### src/rtl/denise_sprite_shifter_gen.sv
// denise_sprite_shifter_gen
// Sprite parallel-to-serial converter for one Denise sprite channel.
// Holds POS/CTL/DATA/DATB, arms on a DATA write, loads the shift registers
// LOAD_DLY 7MHz ticks after the horizontal start match and serialises a
// 16/32/64-bit fetch with 1x/2x/4x pixel magnification.
// Optional feature macro: SPR_FINE_HPOS_EN (CTL[4:3] sub-pixel start offset).
module denise_sprite_shifter_gen #(
   parameter int FETCH_MAX = 64,
   parameter int LOAD_DLY  = 1
) (
   input  logic        clk,
   input  logic        reset,
   input  logic        clk7_en,
   input  logic        aen,
   input  logic [1:0]  address,
   input  logic [8:0]  hpos,
   input  logic [15:0] fmode,
   input  logic [1:0]  mag,
   input  logic        shift,
   input  logic [47:0] chip48,
   input  logic [15:0] data_in,
   output logic [1:0]  sprdata,
   output logic        attach,
   output logic        active
);

   localparam int CW = $clog2(FETCH_MAX) + 1;

   // register file
   logic [8:0]           hstart_q;
   logic                 attach_q;
   logic                 armed_q;
   logic [FETCH_MAX-1:0] data_a_q;
   logic [FETCH_MAX-1:0] data_b_q;

   // load pipeline
   logic [LOAD_DLY-1:0]  pipe_q;
   logic                 match;
   logic                 load;

   // shifter state
   logic [FETCH_MAX-1:0] shifta_q, shifta_d;
   logic [FETCH_MAX-1:0] shiftb_q, shiftb_d;
   logic [CW-1:0]        pix_cnt_q, pix_cnt_d;
   logic [1:0]           hold_cnt_q, hold_cnt_d;
   logic                 active_q, active_d;
   logic [1:0]           hold_lim;
   logic                 fine_busy;

   // fetch width and latch formatting
   logic [6:0]           width7;
   logic [CW-1:0]        width_w;
   logic [63:0]          fetch_full;
   logic [63:0]          fetch_mask;
   logic [63:0]          fetch_masked;
   logic [FETCH_MAX-1:0] latch_value;
   logic                 wr_en;

   // only fetch width and the hstart[8] ignore bit are meaningful in fmode
   logic unused_fmode;
   assign unused_fmode = ^{fmode[14:4], fmode[1:0]};

   // decode the effective fetch width, clipped to what this instance supports
   always_comb begin
      case (fmode[3:2])
         2'b00:   width7 = 7'd16;
         2'b11:   width7 = 7'd64;
         default: width7 = 7'd32;
      endcase
      if (width7 > 7'(FETCH_MAX)) width7 = 7'(FETCH_MAX);
   end

   assign width_w      = width7[CW-1:0];
   assign fetch_full   = {data_in, chip48};
   assign fetch_mask   = ~(64'hFFFF_FFFF_FFFF_FFFF >> width7);
   assign fetch_masked = fetch_full & fetch_mask;
   assign latch_value  = fetch_masked[63 -: FETCH_MAX];
   assign wr_en        = clk7_en & aen;

`ifdef SPR_FINE_HPOS_EN
   logic [1:0] hfine_q;
   logic [1:0] fine_cnt_q, fine_cnt_d;
   assign fine_busy = (fine_cnt_q != 2'd0);
`else
   assign fine_busy = 1'b0;
`endif

   // register writes; CTL disarms, DATA arms
   always_ff @(posedge clk) begin
      if (reset) begin
         hstart_q <= '0;
         attach_q <= 1'b0;
         armed_q  <= 1'b0;
         data_a_q <= '0;
         data_b_q <= '0;
`ifdef SPR_FINE_HPOS_EN
         hfine_q  <= '0;
`endif
      end else if (wr_en) begin
         case (address)
            2'b00: hstart_q[8:1] <= data_in[7:0];
            2'b01: begin
               hstart_q[0] <= data_in[0];
               attach_q    <= data_in[7];
               armed_q     <= 1'b0;
`ifdef SPR_FINE_HPOS_EN
               hfine_q     <= data_in[4:3];
`endif
            end
            2'b10: begin
               data_a_q <= latch_value;
               armed_q  <= 1'b1;
            end
            default: data_b_q <= latch_value;
         endcase
      end
   end

   assign match = armed_q && (hpos[7:0] == hstart_q[7:0]) &&
                  (fmode[15] || (hpos[8] == hstart_q[8]));

   // delay the start match by LOAD_DLY 7MHz ticks
   always_ff @(posedge clk) begin
      if (reset) begin
         pipe_q <= '0;
      end else if (clk7_en) begin
         pipe_q[0] <= match;
         for (int i = 1; i < LOAD_DLY; i++) pipe_q[i] <= pipe_q[i-1];
      end
   end

   assign load = clk7_en & pipe_q[LOAD_DLY-1];

   always_comb begin
      case (mag)
         2'b00:   hold_lim = 2'd0;
         2'b01:   hold_lim = 2'd1;
         default: hold_lim = 2'd3;
      endcase
   end

   // shifter next state: load beats shift; a shift only counts while active
   always_comb begin
      shifta_d   = shifta_q;
      shiftb_d   = shiftb_q;
      pix_cnt_d  = pix_cnt_q;
      hold_cnt_d = hold_cnt_q;
      active_d   = active_q;
`ifdef SPR_FINE_HPOS_EN
      fine_cnt_d = fine_cnt_q;
`endif
      if (load) begin
         shifta_d   = data_a_q;
         shiftb_d   = data_b_q;
         pix_cnt_d  = width_w;
         hold_cnt_d = 2'd0;
         active_d   = 1'b1;
`ifdef SPR_FINE_HPOS_EN
         fine_cnt_d = hfine_q;
`endif
      end else if (shift && active_q) begin
         if (fine_busy) begin
`ifdef SPR_FINE_HPOS_EN
            fine_cnt_d = fine_cnt_q - 2'd1;
`endif
         end else if (hold_cnt_q >= hold_lim) begin
            // a lowered mag mid-pixel wraps right away instead of overrunning
            hold_cnt_d = 2'd0;
            shifta_d   = {shifta_q[FETCH_MAX-2:0], 1'b0};
            shiftb_d   = {shiftb_q[FETCH_MAX-2:0], 1'b0};
            pix_cnt_d  = pix_cnt_q - CW'(1);
            if (pix_cnt_q == CW'(1)) active_d = 1'b0;
         end else begin
            hold_cnt_d = hold_cnt_q + 2'd1;
         end
      end
   end

   // shifter state register
   always_ff @(posedge clk) begin
      if (reset) begin
         shifta_q   <= '0;
         shiftb_q   <= '0;
         pix_cnt_q  <= '0;
         hold_cnt_q <= '0;
         active_q   <= 1'b0;
`ifdef SPR_FINE_HPOS_EN
         fine_cnt_q <= '0;
`endif
      end else begin
         shifta_q   <= shifta_d;
         shiftb_q   <= shiftb_d;
         pix_cnt_q  <= pix_cnt_d;
         hold_cnt_q <= hold_cnt_d;
         active_q   <= active_d;
`ifdef SPR_FINE_HPOS_EN
         fine_cnt_q <= fine_cnt_d;
`endif
      end
   end

   assign sprdata = (active_q && !fine_busy) ?
                    {shiftb_q[FETCH_MAX-1], shifta_q[FETCH_MAX-1]} : 2'b00;
   assign attach  = attach_q;
   assign active  = active_q;

endmodule
### config.mk
export PLATFORM = sky130hd
export DESIGN_NAME = denise_sprite_shifter_gen
export DESIGN_NICKNAME = d
export VERILOG_FILES = /design/src/rtl/denise_sprite_shifter_gen.sv
export SDC_FILE = /design/constraint.sdc
export NUM_CORES = 1
export LEC_CHECK = 0
export BUFFER_PORTS_ARGS = -buffer_cell sky130_fd_sc_hd__buf_2
export CAP_MARGIN = 10
export CORE_ASPECT_RATIO = 1.5
export CORE_MARGIN = 2
export CORE_UTILIZATION = 35
export DETAILED_ROUTE_END_ITERATION = 10
export PLACE_DENSITY_LB_ADDON = 0.15
export SLEW_MARGIN = 20
export SYNTH_ARGS = -nofsm -noshare
export SYNTH_HDL_FRONTEND = slang
export SYNTH_SLANG_ARGS = --single-unit
### constraint.sdc
create_clock -name clk -period 4.46 [get_ports clk]
set_input_delay 0.669 -clock clk [delete_from_list [all_inputs] [get_ports clk]]
set_output_delay 0.669 -clock clk [all_outputs]
set_load 0.1 [all_outputs]
==> impl_metrics.py <==
metrics = {
    "power_and_ir_drop": {
        "power-per-cell-area_nw_per_um2": 402,
        "seqPwrFrac_pct": 48.8,
        "p_clk_share_pct": 47.5,
        "p_int_mw": 4.00,
        "p_leak_nw": 4.63,
        "switching_share_pct": 22.1,
        "p_sw_mw": 1.14,
        "combPwrFrac_pct": 3.7,
        "irDropWorstVdd_mv": 0.275,
    },
    "timing": {
        "slew_headroom_pct": 32.5,
        "fmax_mhz": 345,
        "fin_skew_ps": 14.3,
        "timing.final.crit_share_pct": 64.9,
        "tns_ps": 0,
        "hold_viol": 0,
        "final-setup-viol-count": 0,
        "min_period_ps": 2900,
        "worst_pin_slew_ps": 1010,
        "worst_slack_ps": 1560,
        "rsz0062_at_grt": "no",
        "slew_violations": 0,
    },
    "hold_path": {
        "hold_depth": 3,
        "whs_endpoint": "data_b_q[59]",
        "hold_path.startpoint": "data_in[11]",
        "min_path_type": "input pin to flop",
    },
    "finish": {
        "register_area_sq_um": 5570,
        "syn2layout_area_growth_pct": 14.7,
        "final_common_cell": "nand2_1",
        "nets": 1544,
        "nFillCells": 3358,
        "drive_gt1_share_pct": 11.1,
        "final_cell_mix": "nand2_1, dfxtp_1, a21oi_1, nor2_1, a211oi_1",
        "multi_input_area_sq_um": 5100,
    },
    "detailed_routing": {
        "drt-pass1-iter-count": 5,
        "first_iter_violations": 611,
        "viasPerCell": 5.19,
        "routed_wl_um": 28900,
        "drc": 0,
        "vias": 9688,
        "wl_per_cell_um": 15.5,
        "antenna_left": 0,
    },
    "placement": {
        "io_buffer_count": 88,
        "pre_cts_slack_ps": 996,
        "gp_congestion": 0.692,
        "dpl.hpwl_um": 16600,
    },
    "setup_path": {
        "critPathMaxFanout": 52,
        "reg2reg_from": "hold_cnt_q[0]",
        "critical_path.startpoint": "mag[1]",
        "cp-start-kind": "input pin",
        "cp.required_ps": 4910,
        "reg2regPathDepth": 7,
        "critPathCaptureType": "flop",
        "path_class": "input pin to flop",
        "r2r-end": "shifta_q[31]",
        "r2r_slack_ps": 1670,
        "arrival_ps": 3340,
    },
    "floorplan": {
        "die-area_sq_um": 33300,
        "rows": 80,
        "die_h_um": 223,
        "ioPinCount": 102,
        "core_area_sq_um": 31600,
        "dieWidth_um": 150,
        "initial_core_util_pct": 35.3,
    },
    "global_route": {
        "grt.total_usage_pct": 17.0,
        "grt_pass1_vias": 9341,
        "grt_first_pass_wirelength_um": 47300,
        "overflow": 0,
        "grt_max_degree": 104,
        "grt_antenna_before_repair": 1,
    },
    "clock_tree": {
        "cts_resized": 0,
        "clock_latency_ps": 560,
        "cts_tree": "yes",
        "cts-root-buf": "clkbuf_16",
        "clk_pin_slew_worst_paths_ps": 60,
        "cts_buffers": 29,
        "clk_path_buf_depth": 3,
        "htree_levels": 1,
        "cts_sinks": 278,
        "cts-hold-fix-buffers": 0,
        "cts_setup_buffers": 0,
    },
    "synthesis": {
        "ys_async_sr_fraction_pct": 0,
        "synth_flop_cell": "dfxtp_1",
        "yosysSeqAreaShare_pct": 49.9,
        "synth_nets": 1532,
        "synth_top_cell_area_share_pct": 49.9,
        "ys_top_cells_by_area": "dfxtp_1, a21oi_1, nand2_1, a211oi_1, nor2_1",
        "syn_inst": 1424,
        "ys_ff_latch": 278,
        "syn_area_per_cell_sq_um": 7.83,
        "synthDistinctLibCells": 33,
        "synth_edf_count": 0,
        "yosys_warnings": 0,
        "netlist_area_sq_um": 11200,
        "synth_top_area_cell": "dfxtp_1",
    },
    "run_status": {
        "status": "finished clean",
    },
    "run": {
        "cap_violations": 0,
    },
}
[stage by stage]
step / utilization [%] / total power [mW] / hold slack, ps / cells / instance area [sq um]
finish: 40.4 / 5.14 / 365 / 1866 / 12800
global route: 40.4 / 5.31 / 360 / 1865 / 12800
CTS: 40.4 / 5.21 / 343 / 1865 / 12800
detailed placement: 37.4 / 2.76 / 447 / 1815 / 11800
global placement: 37.4 / 2.76 / 443 / 1815 / 11800
floorplan: - / 2.67 / 432 / 1424 / 11200
[synth_stat cells, types with 3 or more instances]
master    number
a211oi_1     127
a21oi_1      258
and2_1         3
buf_1         22
buf_2         19
clkbuf_1      84
dfxtp_1      278
ha_1          10
inv_1          8
mux2i_1       11
nand2_1      325
nand3_1       72
nor2_1       143
nor2b_1       16
nor3_1         6
nor4_1         4
o21ai_0        4
xnor2_1        9
xor2_1         6
[worst max-delay path, stage by stage]
cell	delay [ps]
buf_2	100
or2_2	290
ha_1	280
nor3b_1	650
or2_4	710
buf_12	280
nand2_1	70
a211oi_1	240
[sequential cells by signal, indices dropped and copies added, names as in the netlist]
signal and count:
data_a_q 64, data_b_q 64, shifta_q 64, shiftb_q 64, hstart_q 9, pix_cnt_q 7
hold_cnt_q 2, active 1, armed_q 1, attach 1, pipe_q 1
[cell families (layout without fill, tap and decap cells)]
logic type	Yosys count	after routing	share of synthesized area, %
compound gates	394	394	20.7
buf+inv	133	164	4.69
flops	278	278	49.9
mux	11	11	0.987
simple gates	583	583	21.4
other cells	0	1	0
fa+ha+maj	10	10	1.12
xor+xnor	15	15	1.18
[area by class of cell]
cell class / count / area share, %
Multi-Input combinational cell: 1013 / 39.9
Inverter: 8 / 0.235
Tap cell: 410 / 4.01
Antenna cell: 1 / 0.0196
Sequential cell: 278 / 43.5
Clock buffer: 40 / 6.39
Timing Repair Buffer: 106 / 4.96
Clock inverter: 10 / 1.01
[how the worst max path moves through the flow]
stage                   endpoint  slack (ps)  depth (start not counted)
global route        shiftb_q[27]        1380                          8
detailed placement  shiftb_q[24]        1000                          8
floorplan             sprdata[0]        1910                          1
finish              shifta_q[31]        1560                          8
CTS                 shifta_q[31]        1560                          8
global placement    shifta_q[14]        1000                          8
[power by group through the flow]
| stage | registers (mW) | logic (mW) | clock network [mW] |
|---|---|---|---|
| floorplan | 2.56 | 0.103 | 0 |
| global placement | 2.56 | 0.195 | 0 |
| detailed placement | 2.56 | 0.195 | 0 |
| CTS | 2.51 | 0.195 | 2.50 |
| global route | 2.51 | 0.212 | 2.59 |
| finish | 2.51 | 0.191 | 2.44 |
[routing by layer]
layer  GRT usage (%)  vias to the layer above  routed length, um
li1                -                     4871                  -
met1            22.3                     4636              13400
met2            29.7                      149              14000
met3            2.11                       32               1020
met4            4.17                        0                471
met5               0                        -                  0
Power figures use the tool's default switching activity.
